`src/rtl/gmii_tx_mac.sv`:
```
// gmii_tx_mac: frames a valid/ready/last byte stream into GMII TX (preamble, SFD, payload, zero pad, CRC-32 FCS, IFG), flags upstream underrun on gmii_tx_er, pulses tx_done/tx_underrun
module gmii_tx_mac #(
  parameter int PREAMBLE_LEN = 7,
  parameter int MIN_PAYLOAD  = 60,
  parameter int IFG_CYCLES   = 12
) (
  input  logic       clk,
  input  logic       rst_n,
  input  logic [7:0] s_data,
  input  logic       s_valid,
  input  logic       s_last,
  output logic       s_ready,
  output logic [7:0] gmii_txd,
  output logic       gmii_tx_en,
  output logic       gmii_tx_er,
  output logic       tx_done,
  output logic       tx_underrun
);
  typedef enum logic [2:0] {IDLE, PRE, SFD, DATA, PAD, FCS, IFG, DROP} state_t;
  state_t      state_q, state_d;
  logic [10:0] cnt_q, cnt_d;
  logic [31:0] crc_q, crc_d;
  logic [7:0]  txd_q, txd_d;
  logic        en_q, en_d, er_q, er_d, done_q, done_d, urun_q, urun_d;
  logic        short_frame;
  function automatic logic [31:0] crc_byte(input logic [31:0] c, input logic [7:0] d);
    logic [31:0] r;
    r = c ^ {24'd0, d};
    for (int i = 0; i < 8; i++) r = r[0] ? (r >> 1) ^ 32'hEDB88320 : r >> 1;
    return r;
  endfunction
  assign s_ready     = state_q == DATA || state_q == DROP;
  assign short_frame = cnt_q < 11'(MIN_PAYLOAD - 1);
  assign gmii_txd    = txd_q;
  assign gmii_tx_en  = en_q;
  assign gmii_tx_er  = er_q;
  assign tx_done     = done_q;
  assign tx_underrun = urun_q;
  always_comb begin
    state_d = state_q;
    cnt_d   = cnt_q;
    crc_d   = crc_q;
    txd_d   = 8'h00;
    en_d    = 1'b0;
    er_d    = 1'b0;
    done_d  = 1'b0;
    urun_d  = 1'b0;
    case (state_q)
      IDLE: if (s_valid) begin
        txd_d   = 8'h55;
        en_d    = 1'b1;
        cnt_d   = 11'd1;
        state_d = (PREAMBLE_LEN > 1) ? PRE : SFD;
      end
      PRE: begin
        txd_d   = 8'h55;
        en_d    = 1'b1;
        cnt_d   = cnt_q + 11'd1;
        state_d = (cnt_q == 11'(PREAMBLE_LEN - 1)) ? SFD : PRE;
      end
      SFD: begin
        txd_d   = 8'hD5;
        en_d    = 1'b1;
        cnt_d   = '0;
        crc_d   = '1;
        state_d = DATA;
      end
      DATA: begin
        en_d = 1'b1;
        if (s_valid) begin
          txd_d = s_data;
          crc_d = crc_byte(crc_q, s_data);
          cnt_d = (&cnt_q) ? cnt_q : cnt_q + 11'd1;
          if (s_last) begin
            state_d = short_frame ? PAD : FCS;
            cnt_d   = short_frame ? cnt_q + 11'd1 : '0;
          end
        end else begin
          er_d    = 1'b1;
          urun_d  = 1'b1;
          state_d = DROP;
        end
      end
      PAD: begin
        en_d    = 1'b1;
        crc_d   = crc_byte(crc_q, 8'h00);
        state_d = (cnt_q == 11'(MIN_PAYLOAD - 1)) ? FCS : PAD;
        cnt_d   = (cnt_q == 11'(MIN_PAYLOAD - 1)) ? '0 : cnt_q + 11'd1;
      end
      FCS: begin
        en_d    = 1'b1;
        txd_d   = ~crc_q[{cnt_q[1:0], 3'b000} +: 8];
        done_d  = cnt_q[1:0] == 2'd3;
        state_d = (cnt_q[1:0] == 2'd3) ? IFG : FCS;
        cnt_d   = (cnt_q[1:0] == 2'd3) ? '0 : cnt_q + 11'd1;
      end
      IFG: begin
        state_d = (cnt_q == 11'(IFG_CYCLES - 1)) ? IDLE : IFG;
        cnt_d   = (cnt_q == 11'(IFG_CYCLES - 1)) ? '0 : cnt_q + 11'd1;
      end
      DROP: if (s_valid && s_last) begin
        state_d = IFG;
        cnt_d   = '0;
      end
      default: state_d = IDLE;
    endcase
  end
  always_ff @(posedge clk or negedge rst_n)
    if (!rst_n) begin
      state_q <= IDLE;
      cnt_q   <= '0;
      crc_q   <= '1;
      txd_q   <= '0;
      en_q    <= 1'b0;
      er_q    <= 1'b0;
      done_q  <= 1'b0;
      urun_q  <= 1'b0;
    end else begin
      state_q <= state_d;
      cnt_q   <= cnt_d;
      crc_q   <= crc_d;
      txd_q   <= txd_d;
      en_q    <= en_d;
      er_q    <= er_d;
      done_q  <= done_d;
      urun_q  <= urun_d;
    end
endmodule

```
`config.mk`:
```
export PLATFORM = sky130hd
export DESIGN_NAME = gmii_tx_mac
export DESIGN_NICKNAME = d
export VERILOG_FILES = /design/src/rtl/gmii_tx_mac.sv
export SDC_FILE = /design/constraint.sdc
export NUM_CORES = 1
export LEC_CHECK = 0
export BUFFER_PORTS_ARGS = -buffer_cell sky130_fd_sc_hd__buf_2
export CORE_MARGIN = 3
export CORE_UTILIZATION = 35
export DETAILED_ROUTE_END_ITERATION = 10
export GPL_TIMING_DRIVEN = 0
export SKIP_LAST_GASP = 1
export SLEW_MARGIN = 20
export SYNTH_ARGS = -nofsm -noshare
export SYNTH_HDL_FRONTEND = slang
export SYNTH_SLANG_ARGS = --single-unit
```
`constraint.sdc`:
```
create_clock -name clk -period 2.85 [get_ports clk]
set_clock_uncertainty 0.05 [all_clocks]
set_input_delay 0.57 -clock clk [delete_from_list [all_inputs] [get_ports clk]]
set_output_delay 0.57 -clock clk [all_outputs]
set_load 0.005 [all_outputs]
```
==> results of run 1 <==
-- Yosys cell counts (all sizes together) (2+ instances only) --
master / instances / area, µm²
nor2: 57 / 216.5
or2: 2 / 12.51
o221ai: 2 / 17.52
o22ai: 19 / 118.9
a21o: 2 / 15.01
nand2b: 4 / 25.02
inv: 8 / 30.03
o32a: 3 / 30.03
nor4: 7 / 43.79
and3: 3 / 18.77
dfstp: 32 / 840.8
buf: 13 / 70.07
nand2: 31 / 116.4
nand3: 10 / 50.05
and2: 5 / 31.28
a22o: 2 / 17.52
or3: 2 / 12.51
nor2b: 7 / 43.79
o22a: 2 / 17.52
o21ai: 17 / 88.83
xnor2: 91 / 830.8
xor2: 37 / 331.6
mux4: 8 / 180.2
ha: 3 / 37.54
clkbuf: 26 / 97.59
nor3: 6 / 30.03
dfrtp: 25 / 625.6
a221oi: 6 / 52.55
or4: 3 / 27.53
a21oi: 45 / 225.2
-- critical path: stages, from the launching register on --
cell and delay (ns):
dfstp_2 0.35, buf_2 0.20, xnor2_1 0.69, xnor2_1 0.39, xnor2_1 0.43, xnor2_1 0.11, a221oi_1 0.40, nor2_1 0.08
-- cell type report --
cell class,count,area [µm²]
buffer,39,176.4
clock buffer,13,260.3
clock inverter,3,40.04
fill,1217,7131
inverter,8,30.03
multi-input combinational,391,2780
sequential,57,1466
tap,168,210.2
timing repair buffer,23,117.6
-- flip-flops by register name, indices dropped and copies added, names as in the netlist --
register,count
gmii_txd,8
crc_q,32
tx_done,1
cnt_q,11
state_q,3
gmii_tx_er,1
gmii_tx_en,1
-- timing repair --
| action | in CTS | in global routing |
|---|---|---|
| setup endpoints to repair | 0 | 10 |
| endpoints found under the hold margin | 0 | 0 |
| gates resized for setup | 0 | 8 |
-- layer usage --
| layer | GRT usage [%] | up-vias | part of all wire, % |
|---|---|---|---|
| met5 | 0 | - | 0 |
| met4 | 6.807 | 0 | 2.6 |
| met3 | 4.067 | 26 | 6.4 |
| met2 | 29.33 | 123 | 46 |
| met1 | 25.27 | 1828 | 45 |
| li1 | - | 1772 | - |
-- final timing paths --
| path | startpoint | end | slack [ns] | cells after the start |
|---|---|---|---|---|
| max | crc_q[4] | crc_q[24] | 0.05 | 7 |
| min | rst_n | cnt_q[10] | 0.25 | 1 |
| max reg2reg | crc_q[4] | crc_q[24] | 0.05 | 7 |
| min reg2reg | crc_q[13] | crc_q[5] | 0.48 | 2 |
| max in group asynchronous | rst_n | cnt_q[1] | 2.05 | 1 |
| min in group clk | crc_q[13] | crc_q[5] | 0.48 | 2 |
-- cell families (layout without fill, tap and decap cells) --
kind of cell    Yosys count  count (layout)  synth area share (%)
simple gates            139             139                 14.89
flops                    57              57                 33.11
mux                      10              10                 4.548
buf+inv                  47              86                 4.463
compound gates          110             110                 15.40
fa+ha+maj                 3               3                0.8475
xor+xnor                129             129                 26.75
-- stage by stage --
step                      hold slack [ns]  utilization (%)  TNS [ns]
final                              0.2451            41.61         0
after global routing               0.3092            41.61         0
after CTS                          0.2626            41.41         0
after detailed placement           0.4590            38.95  -0.09622
after global placement             0.4517            38.93   -0.1377
after floorplan                    0.2244                -         0
-- placed cells by master (no fill, tap or decap), types with 4 or more instances in the layout --
cell type / Yosys / layout
nor2b_1: 7 / 7
nor4_1: 7 / 7
buf_4: 3 / 4
mux4_2: 8 / 8
xnor2_1: 88 / 86
xnor2_2: 2 / 4
nor2_1: 56 / 56
o22ai_1: 19 / 19
dfstp_2: 32 / 32
inv_1: 8 / 8
buf_2: 8 / 30
nor3_1: 6 / 6
dfrtp_1: 25 / 25
and2_1: 5 / 5
o21ai_0: 13 / 13
a221oi_1: 6 / 6
clkbuf_16: 0 / 9
clkbuf_1: 26 / 25
nand2b_1: 4 / 4
nand3_1: 10 / 10
a21oi_1: 45 / 45
nand2_1: 31 / 31
xor2_1: 36 / 36
==> run_results.csv, run 1 <==
group,metric,value,unit
run_status,status,"finished, final reports clean",
grt,grt_antenna_before_repair,0,
sta,period_share,98.25,%
die,die_h,118.5,µm
finish,finalNonFillerCells,702,
clock_network,clockRootBuffer,"clkbuf_16",
synth,synth-seq-area-share,33.11,%
sta,setup_viol,0,
critical_path,crit_required,3.04,ns
finish,area_growth,14.72,%
place,portBuffers,23,
die,start_util,36.27,%
place,placedCellCount,686,
place,gp_congestion,0.9482,
grt,grtUsageTotal,18.66,%
clock_network,postCtsHoldBufs,0,
die,core_region_area,12210,µm²
synth,synth_edf_count,0,
worst_hold_path,hp-class,"input port to async pin",
clock_network,htree_levels,3,
place,post-place-ws,-0.03654,ns
synth,mappedNetlistArea,4429,µm²
clock_network,cts_buffers,9,
drt,vias,3749,
drt,wl_per_cell,18.15,µm
synth,synth-main-ff-cell,"dfstp_2",
synth,postSynthCellCount,495,
sta,fin_crit,2.800,ns
job,drv_cap,0,
sta,fmax,357.1,MHz
grt,grt_overflow,0,
finish,postLayoutCellArea,5081,µm²
sta,maxSlewViolCount,0,
synth,async_flop_share,100.0,%
die,ios,25,
clock_network,clock-sinks,57,
synth,avgSynthCellArea,8.948,µm²
clock_network,cts_tree,"yes",
die,core.rowCount,40,
clock_network,clk_pin_slew,0.05,ns
grt,grt_pass1_vias,3790,
place,dpl.hpwl,9.248,mm
synth,synth_cell_types,57,
synth,ys_warn_count,0,
die,dieArea,14040,µm²
finish,final_layout_size_suffix_gt1_share,19.66,%
critical_path,critPathArrivalTime,2.99,ns
sta,relSlewSlack,42.75,%
finish,fin_nets,544,
drt,drt_iter0_drc,387,
drt,drtAntennaViolNets,0,
drt,drt_pre_antenna_iters,5,
drt,drt_wl_total,12.74,mm
die,die_w,118.5,µm
sta,hold_viol,0,
sta,worst_slack,0.05000,ns
drt,drc,0,
critical_path,worstSetupPathType,"flip-flop to flip-flop",
finish,diodes,0,
place,place_area,4757,µm²
clock_network,worstSkewPairLatency,0.33,ns
synth,synth_seq_cells,57,
clock_network,postCtsSetupBuffers,0,
grt,grt_pass1_wl,20.73,mm
synth,synth_fp_nets,510,
grt,grt_max_degree,58,
critical_path,cp-end-kind,"flip-flop",
clock_network,clock_path_buffers,2,
drt,via_per_inst,5.340,
sta,tightest_slew,0.8530,ns
critical_path,crit_fanout,8,
sta,rsz0062_at_grt,"no",
critical_path,cp-start-kind,"flip-flop",
Power of run 1 is not shown: default switching activity piles up to over one toggle a cycle in this logic, so the estimate is an artifact.
==> run 2: changes to the inputs <==
--- a/config.mk
+++ b/config.mk
@@ -5,7 +5,7 @@
 export SDC_FILE = /design/constraint.sdc
 export NUM_CORES = 1
 export LEC_CHECK = 0
-export BUFFER_PORTS_ARGS = -buffer_cell sky130_fd_sc_hd__buf_2
+export BUFFER_PORTS_ARGS = -buffer_cell sky130_fd_sc_hd__buf_4
 export CORE_MARGIN = 3
 export CORE_UTILIZATION = 35
 export DETAILED_ROUTE_END_ITERATION = 10
==> run 2 against run 1 <==
Worst setup slack improved by 0.018 ns. Highest routed layer unchanged. Flip-flop and latch count unchanged. Count of clock-buffer cells in the layout rose by 1. Die area stayed put.
==> run_results.csv, run 2 (same netlist as run 1, synthesis figures left out) <==
group,metric,value,unit
die,core_region_area,12210,µm²
grt,grt_overflow,0,
die,dieArea,14040,µm²
finish,area_growth,16.38,%
drt,drt_pre_antenna_iters,5,
sta,hold_viol,0,
sta,period_share,97.63,%
die,core.rowCount,40,
critical_path,cp-start-kind,"flip-flop",
sta,tightest_slew,0.8435,ns
grt,grt_busiest_layer,"met2",
clock_network,worstSkewPairLatency,0.34,ns
finish,largest_reg_flops,32,
drt,drt_wl_total,12.84,mm
clock_network,clock-sinks,57,
critical_path,critPathArrivalTime,3.00,ns
critical_path,cp-end-kind,"flip-flop",
clock_network,clock_path_buffers,2,
drt,via_per_inst,5.440,
die,die_w,118.5,µm
worst_hold_path,hp-class,"input port to async pin",
grt,grt.met2_usage,28.55,%
die,die_h,118.5,µm
grt,grt_pass1_vias,3749,
sta,setup_viol,0,
place,post-place-ws,-0.03946,ns
sta,worst_slack,0.06755,ns
critical_path,crit_fanout,8,
drt,wl_per_cell,18.29,µm
grt,met3_usage,3.062,%
clock_network,clk_pin_slew,0.05,ns
die,ios,25,
sta,fmax,359.4,MHz
grt,grt_pass1_wl,20.58,mm
critical_path,r2r-start,"crc_q[3]",
finish,fin_nets,544,
grt,grtUsageTotal,18.49,%
sta,rsz0062_at_grt,"no",
finish,mostFrequentLayoutCells,"xnor2_1, nor2_1, a21oi_1, xor2_1, dfstp_2",
critical_path,rrSetupSlack,0.07,ns
finish,largest_register,"crc_q",
sta,relSlewSlack,43.36,%
grt,use_met1,25.77,%
finish,diodes,0,
grt,grt_antenna_before_repair,0,
grt,grt_max_degree,58,
die,start_util,36.27,%
run_status,status,"finished, final reports clean",
place,gp_congestion,0.9394,
job,drv_cap,0,
clock_network,clockRootBuffer,"clkbuf_16",
finish,final_layout_size_suffix_gt1_share,19.85,%
clock_network,cts_tree,"yes",
drt,vias,3819,
critical_path,reg2reg_depth,7,
drt,drc,0,
drt,drtAntennaViolNets,0,
place,dpl.hpwl,9.125,mm
drt,drt_iter0_drc,339,
clock_network,htree_levels,3,
place,portBuffers,23,
finish,layout_commonest_cell,"xnor2_1",
clock_network,cts_buffers,9,
clock_network,postCtsHoldBufs,0,
critical_path,worstSetupPathType,"flip-flop to flip-flop",
critical_path,r2r-end,"crc_q[4]",
critical_path,crit_required,3.06,ns
sta,maxSlewViolCount,0,
sta,fin_crit,2.782,ns
run 2: cell count changes in the layout (fill, tap and decap cells not counted), sizes merged:
cell / delta
clkbuf: +1
clkinv: -1
run 2: cell type report:
type	instances	area (µm²)
buffer	39	176.4
clock buffer	14	284.0
clock inverter	2	35.03
fill	1215	7057
inverter	8	30.03
multi-input combinational	391	2780
sequential	57	1466
tap	168	210.2
timing repair buffer	23	172.7
run 2: what timing repair did:
action,CTS,global route
resized for setup,0,8
endpoints found under the setup margin,0,8
setup buffers,0,0
run 2: how the worst max path moves through the flow:
stage / start / endpoint / slack [ns]
CTS: crc_q[7] / crc_q[23] / 0.03
finish: crc_q[3] / crc_q[4] / 0.07
detailed placement: s_data[7] / crc_q[20] / -0.04
floorplan: cnt_q[6] / cnt_q[5] / 0.47
global route: crc_q[4] / crc_q[24] / 0.02
global placement: s_data[7] / crc_q[23] / -0.05
run 2: stage by stage:
step	instance area (µm²)	std cells	util (%)	setup TNS [ns]	hold slack [ns]
finish	5155	702	42.21	0	0.2433
global route	5155	702	42.21	0	0.3082
CTS	5131	702	42.02	0	0.2833
detailed placement	4812	686	39.41	-0.08798	0.4587
global placement	4812	686	39.41	-0.09641	0.4542
floorplan	4429	495	-	0	0.2244
run 2: per-layer routing:
metal,routed length [µm],vias to the layer above
li1,-,1775
met1,5821,1851
met2,5774,164
met3,900,29
met4,345,0
met5,0,-
run 2: critical path, cell delays in order (launching register included):
cell and delay, ns:
dfstp_2 0.51, buf_2 0.27, xnor2_1 0.25, xnor2_1 0.72, xor2_1 0.36, xnor2_1 0.18, nor2_1 0.07, o32a_1 0.31
Power of run 2 is left out for the same reason.
==> run 3: changes to the inputs <==
--- a/config.mk
+++ b/config.mk
@@ -7,7 +7,7 @@
 export LEC_CHECK = 0
 export BUFFER_PORTS_ARGS = -buffer_cell sky130_fd_sc_hd__buf_4
 export CORE_MARGIN = 3
-export CORE_UTILIZATION = 35
+export CORE_UTILIZATION = 32
 export DETAILED_ROUTE_END_ITERATION = 10
 export GPL_TIMING_DRIVEN = 0
 export SKIP_LAST_GASP = 1
==> run 3 against run 2 <==
Cell area up 0.70%. Count of clock-buffer cells in the layout down 5. Flip-flop and latch count unchanged. Global-route usage down 1.4 points. Routed wire length down 0.83%. Highest routed layer unchanged. Fmax up 1.6%. Non-clock buffer count unchanged. First-iteration DRC count up 18%. Worst setup slack better by 0.043 ns. Sequential share of layout area down 0.20 points. Final cell count up 1.1%.
==> run_results.csv, run 3 (same netlist as run 1, synthesis figures left out) <==
group,metric,value,unit
drt,drtAntennaViolNets,0,
clock_network,worstSkewPairLatency,0.34,ns
finish,area_growth,17.20,%
grt,grt_max_degree,58,
place,post-place-ws,-0.1298,ns
critical_path,cp-end-kind,"flip-flop",
sta,tightest_slew,0.9471,ns
finish,diodes,0,
die,die_h,123.7,µm
drt,drt_pre_antenna_iters,5,
sta,rsz0062_at_grt,"no",
finish,layout_commonest_cell,"xnor2_1",
finish,finalNonFillerCells,710,
grt,grtUsageTotal,17.10,%
sta,hold_viol,0,
die,start_util,33.05,%
place,gp_congestion,0.9953,
clock_network,clk_pin_slew,0.06,ns
critical_path,r2r-start,"crc_q[3]",
place,placedCellCount,694,
place,dpl.hpwl,9.046,mm
finish,final_layout_size_suffix_gt1_share,20.22,%
clock_network,clockRootBuffer,"clkbuf_16",
drt,drt_wl_total,12.74,mm
finish,mostFrequentLayoutCells,"xnor2_1, nor2_1, a21oi_1, xor2_1, dfstp_2",
critical_path,reg2reg_depth,7,
grt,grt_pass1_vias,3660,
drt,wl_met3,999,µm
job,drv_cap,0,
drt,wl_per_cell,17.94,µm
drt,vias,3824,
die,dieArea,15290,µm²
clock_network,cts_buffers,9,
critical_path,critPathArrivalTime,2.95,ns
run_status,status,"finished, final reports clean",
die,die_w,123.7,µm
critical_path,worstSetupPathType,"flip-flop to flip-flop",
drt,wl_met1,5.501,mm
sta,fin_crit,2.739,ns
critical_path,cp-start-kind,"flip-flop",
grt,grt_pass1_wl,20.07,mm
sta,period_share,96.11,%
die,core.rowCount,42,
sta,fmax,365.1,MHz
sta,whs,0.2400,ns
critical_path,crit_fanout,8,
grt,grt_antenna_before_repair,0,
sta,relSlewSlack,36.86,%
worst_hold_path,hp-class,"input port to async pin",
sta,worst_slack,0.1109,ns
clock_network,clock_path_buffers,2,
finish,largest_reg_flops,32,
drt,via_per_inst,5.386,
drt,drt_iter0_drc,400,
critical_path,rrSetupSlack,0.11,ns
place,portBuffers,23,
finish,postLayoutCellArea,5191,µm²
clock_network,cts_tree,"yes",
place,place_area,4822,µm²
drt,drc,0,
die,ios,25,
clock_network,postCtsSetupBuffers,0,
critical_path,r2r-end,"crc_q[4]",
sta,maxSlewViolCount,0,
finish,fin_nets,544,
critical_path,crit_required,3.06,ns
clock_network,htree_levels,3,
finish,largest_register,"crc_q",
grt,grt_overflow,0,
clock_network,clock-sinks,57,
sta,setup_viol,0,
drt,wl_met2,5.895,mm
drt,top_layer_used,"met4",
die,core_region_area,13400,µm²
[run 3: cell types whose count changed in the layout (fill, tap and decap cells not counted), sizes merged]
cell / previous run / this run
clkbuf: 39 / 35
bufinv: 1 / 3
clkinvlp: 0 / 2
clkinv: 1 / 2
clkdlybuf4s15: 1 / 0
[run 3: per-stage QoR]
step	util, %	TNS [ns]
final	38.74	0
after global routing	38.74	0
after CTS	38.61	0
after detailed placement	35.99	-0.2791
after global placement	35.99	-0.1096
after floorplan	-	0
[run 3: repair_timing]
item | CTS | global route
endpoints found under the setup margin | 2 | 8
gates cloned | 0 | 0
gates resized for setup | 1 | 6
hold buffers | 0 | 0
[run 3: layout make-up]
cell class | instances | area, µm²
Buffer | 39 | 170.2
Clock buffer | 9 | 225.2
Clock inverter | 7 | 118.9
Fill cell | 1315 | 8209
Inverter | 8 | 30.03
Multi-Input combinational cell | 391 | 2788
Sequential cell | 57 | 1466
Tap cell | 176 | 220.2
Timing Repair Buffer | 23 | 172.7
[run 3: critical path: stages (launching register included)]
cell	delay, ns
dfstp_2	0.51
buf_2	0.26
xnor2_1	0.25
xnor2_1	0.68
xor2_1	0.37
xnor2_1	0.17
nor2_1	0.06
o32a_1	0.31
[run 3: how the worst max path moves through the flow]
stage / start / to / depth (start not counted)
floorplan: cnt_q[6] / cnt_q[5] / 7
global placement: s_data[2] / crc_q[4] / 7
detailed placement: s_data[7] / crc_q[20] / 7
CTS: crc_q[2] / crc_q[4] / 7
global route: cnt_q[0] / state_q[1] / 8
finish: crc_q[3] / crc_q[4] / 7
[run 3: per-layer routing]
metal / up-vias / GRT usage (%)
met2: 184 / 27.24
met3: 24 / 2.725
met4: 0 / 7.336
met1: 1852 / 22.99
li1: 1764 / -
met5: - / 0
Power of run 3 is left out for the same reason.
